===== src/rtl/alu_pwr_pkg.sv =====
// Shared types and defaults for the ALU power-sequencing controller.
package alu_pwr_pkg;

    localparam int unsigned ST_W  = 3;
    localparam int unsigned CNT_W = 8;

    localparam int unsigned SETTLE_CYCLES_DEF = 4;
    localparam int unsigned RST_CYCLES_DEF    = 2;
    localparam int unsigned IDLE_TIMEOUT_DEF  = 64;

    typedef enum logic [ST_W-1:0] {
        StOff     = 3'd0,
        StPwrUp   = 3'd1,
        StRstHold = 3'd2,
        StUniso   = 3'd3,
        StOn      = 3'd4,
        StDrain   = 3'd5,
        StIso     = 3'd6,
        StPwrDn   = 3'd7
    } alu_pwr_state_t;

    // Dwell counter load value: a state held N cycles exits when the counter hits 0.
    function automatic logic [CNT_W-1:0] dwell_load(input int unsigned n);
        return CNT_W'(n - 1);
    endfunction

endpackage


===== src/rtl/alu_pwr_dwell_cnt.sv =====
// Loadable down-counter with zero flag; shared by the settle and reset dwell states.
module alu_pwr_dwell_cnt
    import alu_pwr_pkg::*;
(
    input  logic             clk,
    input  logic             rst_n,
    input  logic             load_i,
    input  logic [CNT_W-1:0] load_val_i,
    output logic             zero_o
);

    logic [CNT_W-1:0] cnt_q, cnt_d;

    // Load takes priority; otherwise count down and stick at zero.
    always_comb begin
        cnt_d = cnt_q;
        if (load_i) begin
            cnt_d = load_val_i;
        end else if (cnt_q != '0) begin
            cnt_d = cnt_q - 1'b1;
        end
    end

    // Counter register.
    always_ff @(posedge clk or negedge rst_n) begin
        if (!rst_n) begin
            cnt_q <= '0;
        end else begin
            cnt_q <= cnt_d;
        end
    end

    assign zero_o = (cnt_q == '0);

endmodule


===== src/rtl/alu_pwr_seq.sv =====
// Power-sequencing controller for the power-gated ALU domain.
// Optional idle auto-sleep is enabled by defining ALU_PWR_SEQ_AUTO_SLEEP_EN.
module alu_pwr_seq
    import alu_pwr_pkg::*;
#(
    parameter int unsigned SETTLE_CYCLES = SETTLE_CYCLES_DEF,
    parameter int unsigned RST_CYCLES    = RST_CYCLES_DEF,
    parameter int unsigned IDLE_TIMEOUT  = IDLE_TIMEOUT_DEF
) (
    input  logic            clk,
    input  logic            rst_n,
    input  logic            sleep_req,
    input  logic            wake_req,
    input  logic            start_in,
    input  logic            alu_busy,
    output logic            start_out,
    output logic            alu_pwr_en,
    output logic            iso_en,
    output logic            alu_rst_n,
    output logic            alu_ready,
    output logic            sleep_ack,
    output logic            wake_ack,
    output logic [ST_W-1:0] state_o
);

    alu_pwr_state_t   state_q, state_d;
    logic             cnt_load;
    logic [CNT_W-1:0] cnt_load_val;
    logic             cnt_zero;
    logic             auto_sleep;
    logic             pwr_d, iso_d, rstn_d;

    alu_pwr_dwell_cnt u_dwell_cnt (
        .clk        (clk),
        .rst_n      (rst_n),
        .load_i     (cnt_load),
        .load_val_i (cnt_load_val),
        .zero_o     (cnt_zero)
    );

`ifdef ALU_PWR_SEQ_AUTO_SLEEP_EN
    logic [15:0] idle_cnt_q, idle_cnt_d;

    // Count idle ON cycles; any activity or leaving ON clears the count.
    always_comb begin
        idle_cnt_d = '0;
        auto_sleep = 1'b0;
        if (state_q == StOn && !start_in && !alu_busy) begin
            idle_cnt_d = (idle_cnt_q == 16'hffff) ? idle_cnt_q : idle_cnt_q + 16'd1;
            auto_sleep = (32'(idle_cnt_d) >= IDLE_TIMEOUT);
        end
    end

    // Idle counter register.
    always_ff @(posedge clk or negedge rst_n) begin
        if (!rst_n) begin
            idle_cnt_q <= '0;
        end else begin
            idle_cnt_q <= idle_cnt_d;
        end
    end
`else
    assign auto_sleep = 1'b0;
`endif

    // Next-state logic; requests are only sampled in OFF and ON.
    always_comb begin
        state_d      = state_q;
        cnt_load     = 1'b0;
        cnt_load_val = '0;
        case (state_q)
            StOff: begin
                if (wake_req) begin
                    state_d      = StPwrUp;
                    cnt_load     = 1'b1;
                    cnt_load_val = dwell_load(SETTLE_CYCLES);
                end
            end
            StPwrUp: begin
                if (cnt_zero) begin
                    state_d      = StRstHold;
                    cnt_load     = 1'b1;
                    cnt_load_val = dwell_load(RST_CYCLES);
                end
            end
            StRstHold: begin
                if (cnt_zero) begin
                    state_d = StUniso;
                end
            end
            StUniso: state_d = StOn;
            StOn: begin
                // Wake wins over both sleep sources.
                if (!wake_req && (sleep_req || auto_sleep)) begin
                    state_d = StDrain;
                end
            end
            StDrain: begin
                if (!alu_busy) begin
                    state_d = StIso;
                end
            end
            StIso: begin
                state_d      = StPwrDn;
                cnt_load     = 1'b1;
                cnt_load_val = dwell_load(SETTLE_CYCLES);
            end
            StPwrDn: begin
                if (cnt_zero) begin
                    state_d = StOff;
                end
            end
            default: state_d = StOff;
        endcase
    end

    // Power/isolation/reset decode of the upcoming state.
    always_comb begin
        pwr_d  = 1'b1;
        iso_d  = 1'b1;
        rstn_d = 1'b1;
        case (state_d)
            StOff:     begin pwr_d = 1'b0; iso_d = 1'b1; rstn_d = 1'b0; end
            StPwrUp:   begin pwr_d = 1'b1; iso_d = 1'b1; rstn_d = 1'b0; end
            StRstHold: begin pwr_d = 1'b1; iso_d = 1'b1; rstn_d = 1'b0; end
            StUniso:   begin pwr_d = 1'b1; iso_d = 1'b1; rstn_d = 1'b1; end
            StOn:      begin pwr_d = 1'b1; iso_d = 1'b0; rstn_d = 1'b1; end
            StDrain:   begin pwr_d = 1'b1; iso_d = 1'b0; rstn_d = 1'b1; end
            StIso:     begin pwr_d = 1'b1; iso_d = 1'b1; rstn_d = 1'b1; end
            StPwrDn:   begin pwr_d = 1'b0; iso_d = 1'b1; rstn_d = 1'b0; end
            default:   begin pwr_d = 1'b0; iso_d = 1'b1; rstn_d = 1'b0; end
        endcase
    end

    // State and registered outputs; reset aborts any sequence in progress.
    always_ff @(posedge clk or negedge rst_n) begin
        if (!rst_n) begin
            state_q    <= StOff;
            alu_pwr_en <= 1'b0;
            iso_en     <= 1'b1;
            alu_rst_n  <= 1'b0;
            alu_ready  <= 1'b0;
            wake_ack   <= 1'b0;
            sleep_ack  <= 1'b0;
        end else begin
            state_q    <= state_d;
            alu_pwr_en <= pwr_d;
            iso_en     <= iso_d;
            alu_rst_n  <= rstn_d;
            alu_ready  <= (state_d == StOn);
            wake_ack   <= (state_d == StOn) && (state_q != StOn);
            sleep_ack  <= (state_d == StOff) && (state_q == StPwrDn);
        end
    end

    assign state_o   = state_q;
    assign start_out = start_in & (state_q == StOn);

`ifndef SYNTHESIS
    a_param_range: assert property (@(posedge clk)
        (SETTLE_CYCLES >= 1) && (SETTLE_CYCLES <= 255) &&
        (RST_CYCLES >= 1) && (RST_CYCLES <= 255) &&
        (IDLE_TIMEOUT >= 1) && (IDLE_TIMEOUT <= 65535));

    a_iso_when_down: assert property (@(posedge clk) disable iff (!rst_n)
        (!alu_pwr_en || !alu_rst_n) |-> iso_en);

    a_no_pwr_on_unclamp: assert property (@(posedge clk) disable iff (!rst_n)
        $fell(iso_en) |-> $stable(alu_pwr_en));
`endif

endmodule


===== config.mk =====
export PLATFORM = sky130hd
export DESIGN_NAME = alu_pwr_seq
export DESIGN_NICKNAME = d
export VERILOG_FILES = /design/src/rtl/alu_pwr_pkg.sv /design/src/rtl/alu_pwr_dwell_cnt.sv /design/src/rtl/alu_pwr_seq.sv
export SDC_FILE = /design/constraint.sdc
export NUM_CORES = 1
export LEC_CHECK = 0
export CAP_MARGIN = 20
export CORE_ASPECT_RATIO = 0.75
export CORE_MARGIN = 3
export CORE_UTILIZATION = 29
export CTS_CLUSTER_DIAMETER = 100
export DETAILED_ROUTE_END_ITERATION = 8
export PLACE_DENSITY = 0.45
export SYNTH_ARGS = -nofsm -noshare
export SYNTH_HDL_FRONTEND = slang
export SYNTH_HIERARCHICAL = 1
export SYNTH_SLANG_ARGS = --single-unit

===== constraint.sdc =====
create_clock -name clk -period 3.33 [get_ports clk]
set_input_delay 0.4995 -clock clk [delete_from_list [all_inputs] [get_ports clk]]
set_output_delay 0.4995 -clock clk [all_outputs]
set_load 0.1 [all_outputs]

==> run_summary.xml <==
<?xml version="1.0" encoding="UTF-8"?>
<metrics>
  <group name="die">
    <metric name="rows" unit="">17</metric>
    <metric name="floorplan.initialDensity" unit="%">31.15</metric>
    <metric name="die-height" unit="um">55.33</metric>
    <metric name="die-area" unit="um2">3971</metric>
    <metric name="fp.coreArea" unit="um2">3020</metric>
    <metric name="fp.dieW" unit="um">71.77</metric>
    <metric name="i_o_pin_cnt" unit="">16</metric>
  </group>
  <group name="sta">
    <metric name="finalSetupViolCount" unit="">0</metric>
    <metric name="final_hold_viol_count" unit="">0</metric>
    <metric name="slew-limit-headroom" unit="%">35.44</metric>
    <metric name="grt_setup_unrepaired" unit="">false</metric>
    <metric name="timing.final.max_slew_violations" unit="">0</metric>
    <metric name="period_share" unit="%">80.68</metric>
    <metric name="period_needed" unit="ns">2.687</metric>
    <metric name="max_freq" unit="GHz">0.3722</metric>
    <metric name="final.setup_skew" unit="ns">0.003714</metric>
    <metric name="timing_worst_slew_pin_value" unit="ns">0.9654</metric>
    <metric name="finalSetupTns" unit="ns">0</metric>
  </group>
  <group name="synth">
    <metric name="netlist_top_cells_count" unit="">16 x sky130_fd_sc_hd__dfrtp_1, 10 x sky130_fd_sc_hd__nand2_1, 10 x sky130_fd_sc_hd__nor2_1</metric>
    <metric name="synth_area_per_cell" unit="um2">9.316</metric>
    <metric name="async_reset_ff_share" unit="%">100.0</metric>
    <metric name="synth_warnings" unit="">6</metric>
    <metric name="synth.top_cell.area_share" unit="%">42.55</metric>
    <metric name="synth.ff_latch_count" unit="">17</metric>
    <metric name="yosys.cell_types.count" unit="">45</metric>
    <metric name="synth_sequential_area_ratio" unit="%">45.35</metric>
    <metric name="syn_area" unit="um2">940.9</metric>
    <metric name="number_of_enable_flip_flop_cells_after_synthesis" unit="">0</metric>
    <metric name="post-synth-top-area-cell" unit="">sky130_fd_sc_hd__dfrtp_1</metric>
    <metric name="synthTopCellsByArea" unit="">sky130_fd_sc_hd__dfrtp_1 43%, sky130_fd_sc_hd__nand2_1 4.0%, sky130_fd_sc_hd__nor2_1 4.0%</metric>
    <metric name="synth_cells" unit="">101</metric>
    <metric name="synth_top_flop_cell" unit="">sky130_fd_sc_hd__dfrtp_1</metric>
    <metric name="yosysMostFrequentCell" unit="">sky130_fd_sc_hd__dfrtp_1</metric>
  </group>
  <group name="clock_network">
    <metric name="clock_latency" unit="ns">0.25</metric>
    <metric name="cts_post_setup_buffers_inserted" unit="">0</metric>
    <metric name="ctsHtreeMaxLevel" unit="">1</metric>
    <metric name="cts_buffers" unit="">3</metric>
    <metric name="cts_tree" unit="">built</metric>
    <metric name="post_cts_hold_buffer_count" unit="">0</metric>
    <metric name="ctsResizeCount" unit="">0</metric>
    <metric name="buffers_from_clock_root_to_sink_at_most" unit="">2</metric>
    <metric name="clock-sinks" unit="">17</metric>
    <metric name="cts.root.buffer_cell" unit="">sky130_fd_sc_hd__clkbuf_8</metric>
    <metric name="worst_setup_hold_path_clk_slew" unit="ns">0.07</metric>
  </group>
  <group name="global_routing">
    <metric name="grt_antenna_before_repair" unit="">0</metric>
    <metric name="globalRouteOverflowTotal" unit="">0</metric>
    <metric name="vias_in_the_first_global_route" unit="">740</metric>
    <metric name="global_route_wire_length_before_repair" unit="mm">3.622</metric>
    <metric name="grt_max_degree" unit="">18</metric>
    <metric name="total_global_routing_track_utilization" unit="%">11.64</metric>
  </group>
  <group name="worst_setup_path">
    <metric name="timing.critical_path.slowest_stage_cell" unit="">sky130_fd_sc_hd__or3b_1</metric>
    <metric name="timing.rr.end" unit="">u_dwell_cnt/cnt_q[5]</metric>
    <metric name="worst-r2r-setup-slack" unit="ns">0.64</metric>
    <metric name="endpoint_kind" unit="">register</metric>
    <metric name="critPathLaunchType" unit="">register</metric>
    <metric name="crit-reg2reg-launch" unit="">u_dwell_cnt/cnt_q[0]</metric>
    <metric name="cp_max_fo" unit="">14</metric>
    <metric name="timing.setup.critical_path_class" unit="">reg -&gt; reg</metric>
    <metric name="setup.worst_path.start" unit="">u_dwell_cnt/cnt_q[0]</metric>
    <metric name="path_depth" unit="">9</metric>
    <metric name="r2r.worst_path.cells" unit="">9</metric>
    <metric name="critical_path_arrival" unit="ns">2.83</metric>
    <metric name="critical_path_buf_inv_count" unit="">2</metric>
    <metric name="cp_common_cell" unit="">sky130_fd_sc_hd__inv_1</metric>
    <metric name="crit_required" unit="ns">3.47</metric>
    <metric name="timing.critical_path.slowest_cell_delay" unit="ns">0.49</metric>
    <metric name="cp_cell_sequence" unit="">inv_1 -&gt; ha_1 -&gt; or3b_1 -&gt; nor2_1 -&gt; and2_1 -&gt; a21o_1 -&gt; a22o_1 -&gt; inv_1 -&gt; a221oi_1</metric>
    <metric name="critical-path-top-delay-family" unit="">simple AND/OR/NAND/NOR gates</metric>
  </group>
  <group name="route">
    <metric name="post_drt_wl_per_cell" unit="um">13.35</metric>
    <metric name="first_pass_iteration_count_of_the_detailed_router" unit="">4</metric>
    <metric name="remaining_design_rule_violation_count" unit="">0</metric>
    <metric name="postRouteAntennaNets" unit="">0</metric>
    <metric name="post_detailed_route_via_to_cell_ratio" unit="">4.937</metric>
    <metric name="via_count" unit="">785</metric>
    <metric name="post_route_wl" unit="mm">2.123</metric>
    <metric name="drt_iter0_markers" unit="">24</metric>
  </group>
  <group name="layout">
    <metric name="diodes" unit="">0</metric>
    <metric name="synthToLayoutAreaGrowth" unit="%">23.67</metric>
    <metric name="layout.nets" unit="">129</metric>
    <metric name="finalInstanceArea" unit="um2">1164</metric>
    <metric name="drive_above_1_share" unit="%">13.22</metric>
    <metric name="final.fill_count" unit="">318</metric>
    <metric name="finish.utilization" unit="%">38.53</metric>
  </group>
  <group name="job">
    <metric name="max-cap-violations" unit="">0</metric>
  </group>
  <group name="placed_design">
    <metric name="placement.cell_area" unit="um2">1117</metric>
    <metric name="place_hpwl" unit="mm">1.568</metric>
    <metric name="port_buffers" unit="">15</metric>
    <metric name="place.gp.congestion" unit="">0.7395</metric>
  </group>
  <group name="power">
    <metric name="vdd_ir_drop_max" unit="uV">165.4</metric>
    <metric name="p_leak" unit="nW">0.4638</metric>
    <metric name="power_per_cell_area" unit="nW/um2">320.0</metric>
  </group>
  <group name="hold_path">
    <metric name="worstHoldPathCells" unit="">2</metric>
    <metric name="hold_path_startpoint" unit="">u_dwell_cnt/cnt_q[7]</metric>
    <metric name="min_path_type" unit="">reg -&gt; reg</metric>
    <metric name="holdPathEnd" unit="">u_dwell_cnt/cnt_q[6]</metric>
  </group>
  <group name="outcome">
    <metric name="outcome" unit="">finished, final reports clean</metric>
  </group>
</metrics>
[layout make-up]
type                    count  area (um2)  share of cell area, %
multi-input cells          80       483.0                  41.51
flip-flops and latches     17       426.7                  36.67
repair buffers             16       145.1                  12.47
well taps                  38       47.55                  4.086
clock buffers               3       41.29                  3.548
inverters                   4       15.01                  1.290
clock inverters             1       5.005                 0.4301
[tightest hold or removal path, stage by stage, from the launching register on]
cell and delay (ns):
sky130_fd_sc_hd__dfrtp_1 0.41, sky130_fd_sc_hd__nand4_1 0.09, sky130_fd_sc_hd__nand3_1 0.07
[logic make-up after synthesis]
kind of cell | Yosys count | share of synthesized area, %
and+or+nand+nor | 43 | 24.47
AOI/OAI and AO/OA | 29 | 21.68
DFF | 17 | 45.35
buffers and inverters | 9 | 5.850
xor gates and xnor gates | 1 | 0.9310
adders and majority gates | 1 | 1.330
other | 1 | 0.3986
[routing by layer]
layer	GRT usage, %	part of all wire [%]	routed length (um)	up-vias
met5	0	0	0	-
met4	1.609	0.57	12	0
met3	4.364	2.9	62	2
met2	15.45	42	900	9
met1	17.99	54	1146	370
li1	-	-	-	404
[power breakdown]
group	total, W	switching, W	internal [W]	leakage (nW)
logic	0.0000129	0.00000656	0.00000633	0.234
registers	0.000207	0	0.000207	0.204
clock network	0.000153	0.0000701	0.0000829	0.0255
[worst max path at each step]
stage | end
after floorplan | start_out
after global placement | u_dwell_cnt/cnt_q[6]
after detailed placement | u_dwell_cnt/cnt_q[5]
after CTS | u_dwell_cnt/cnt_q[5]
after global routing | u_dwell_cnt/cnt_q[5]
final | u_dwell_cnt/cnt_q[5]
[flip-flops by register name, summed over array words and instances (netlist names)]
register / count
sleep_ack: 1
alu_rst_n: 1
state_o: 3
u_dwell_cnt/cnt_q: 8
iso_en: 1
alu_pwr_en: 1
alu_ready: 1
wake_ack: 1
[cell usage in the layout, fill, tap and decap left out, types with 3 or more instances in the layout]
cell	n
sky130_fd_sc_hd__nand3_1	3
sky130_fd_sc_hd__inv_1	3
sky130_fd_sc_hd__nor3_1	4
sky130_fd_sc_hd__buf_4	6
sky130_fd_sc_hd__dfrtp_1	16
sky130_fd_sc_hd__a21oi_1	6
sky130_fd_sc_hd__nand2_1	10
sky130_fd_sc_hd__conb_1	6
sky130_fd_sc_hd__clkdlybuf4s50_1	10
sky130_fd_sc_hd__o31ai_1	3
sky130_fd_sc_hd__nor2_1	10
sky130_fd_sc_hd__clkbuf_8	3
[stage by stage]
stage	instances	hold WS (ns)	setup WS [ns]	total power, W
final	159	0.6152	0.6432	0.0003724
after global routing	159	0.6702	0.3707	0.0003898
after CTS	159	0.6193	0.6328	0.0003793
after detailed placement	155	0.5985	0.6540	0.0002237
after global placement	155	0.6102	0.7889	0.0002237
after floorplan	106	0.2039	0.3908	0.0002128
Note: power is estimated with default switching activity, not from simulation.
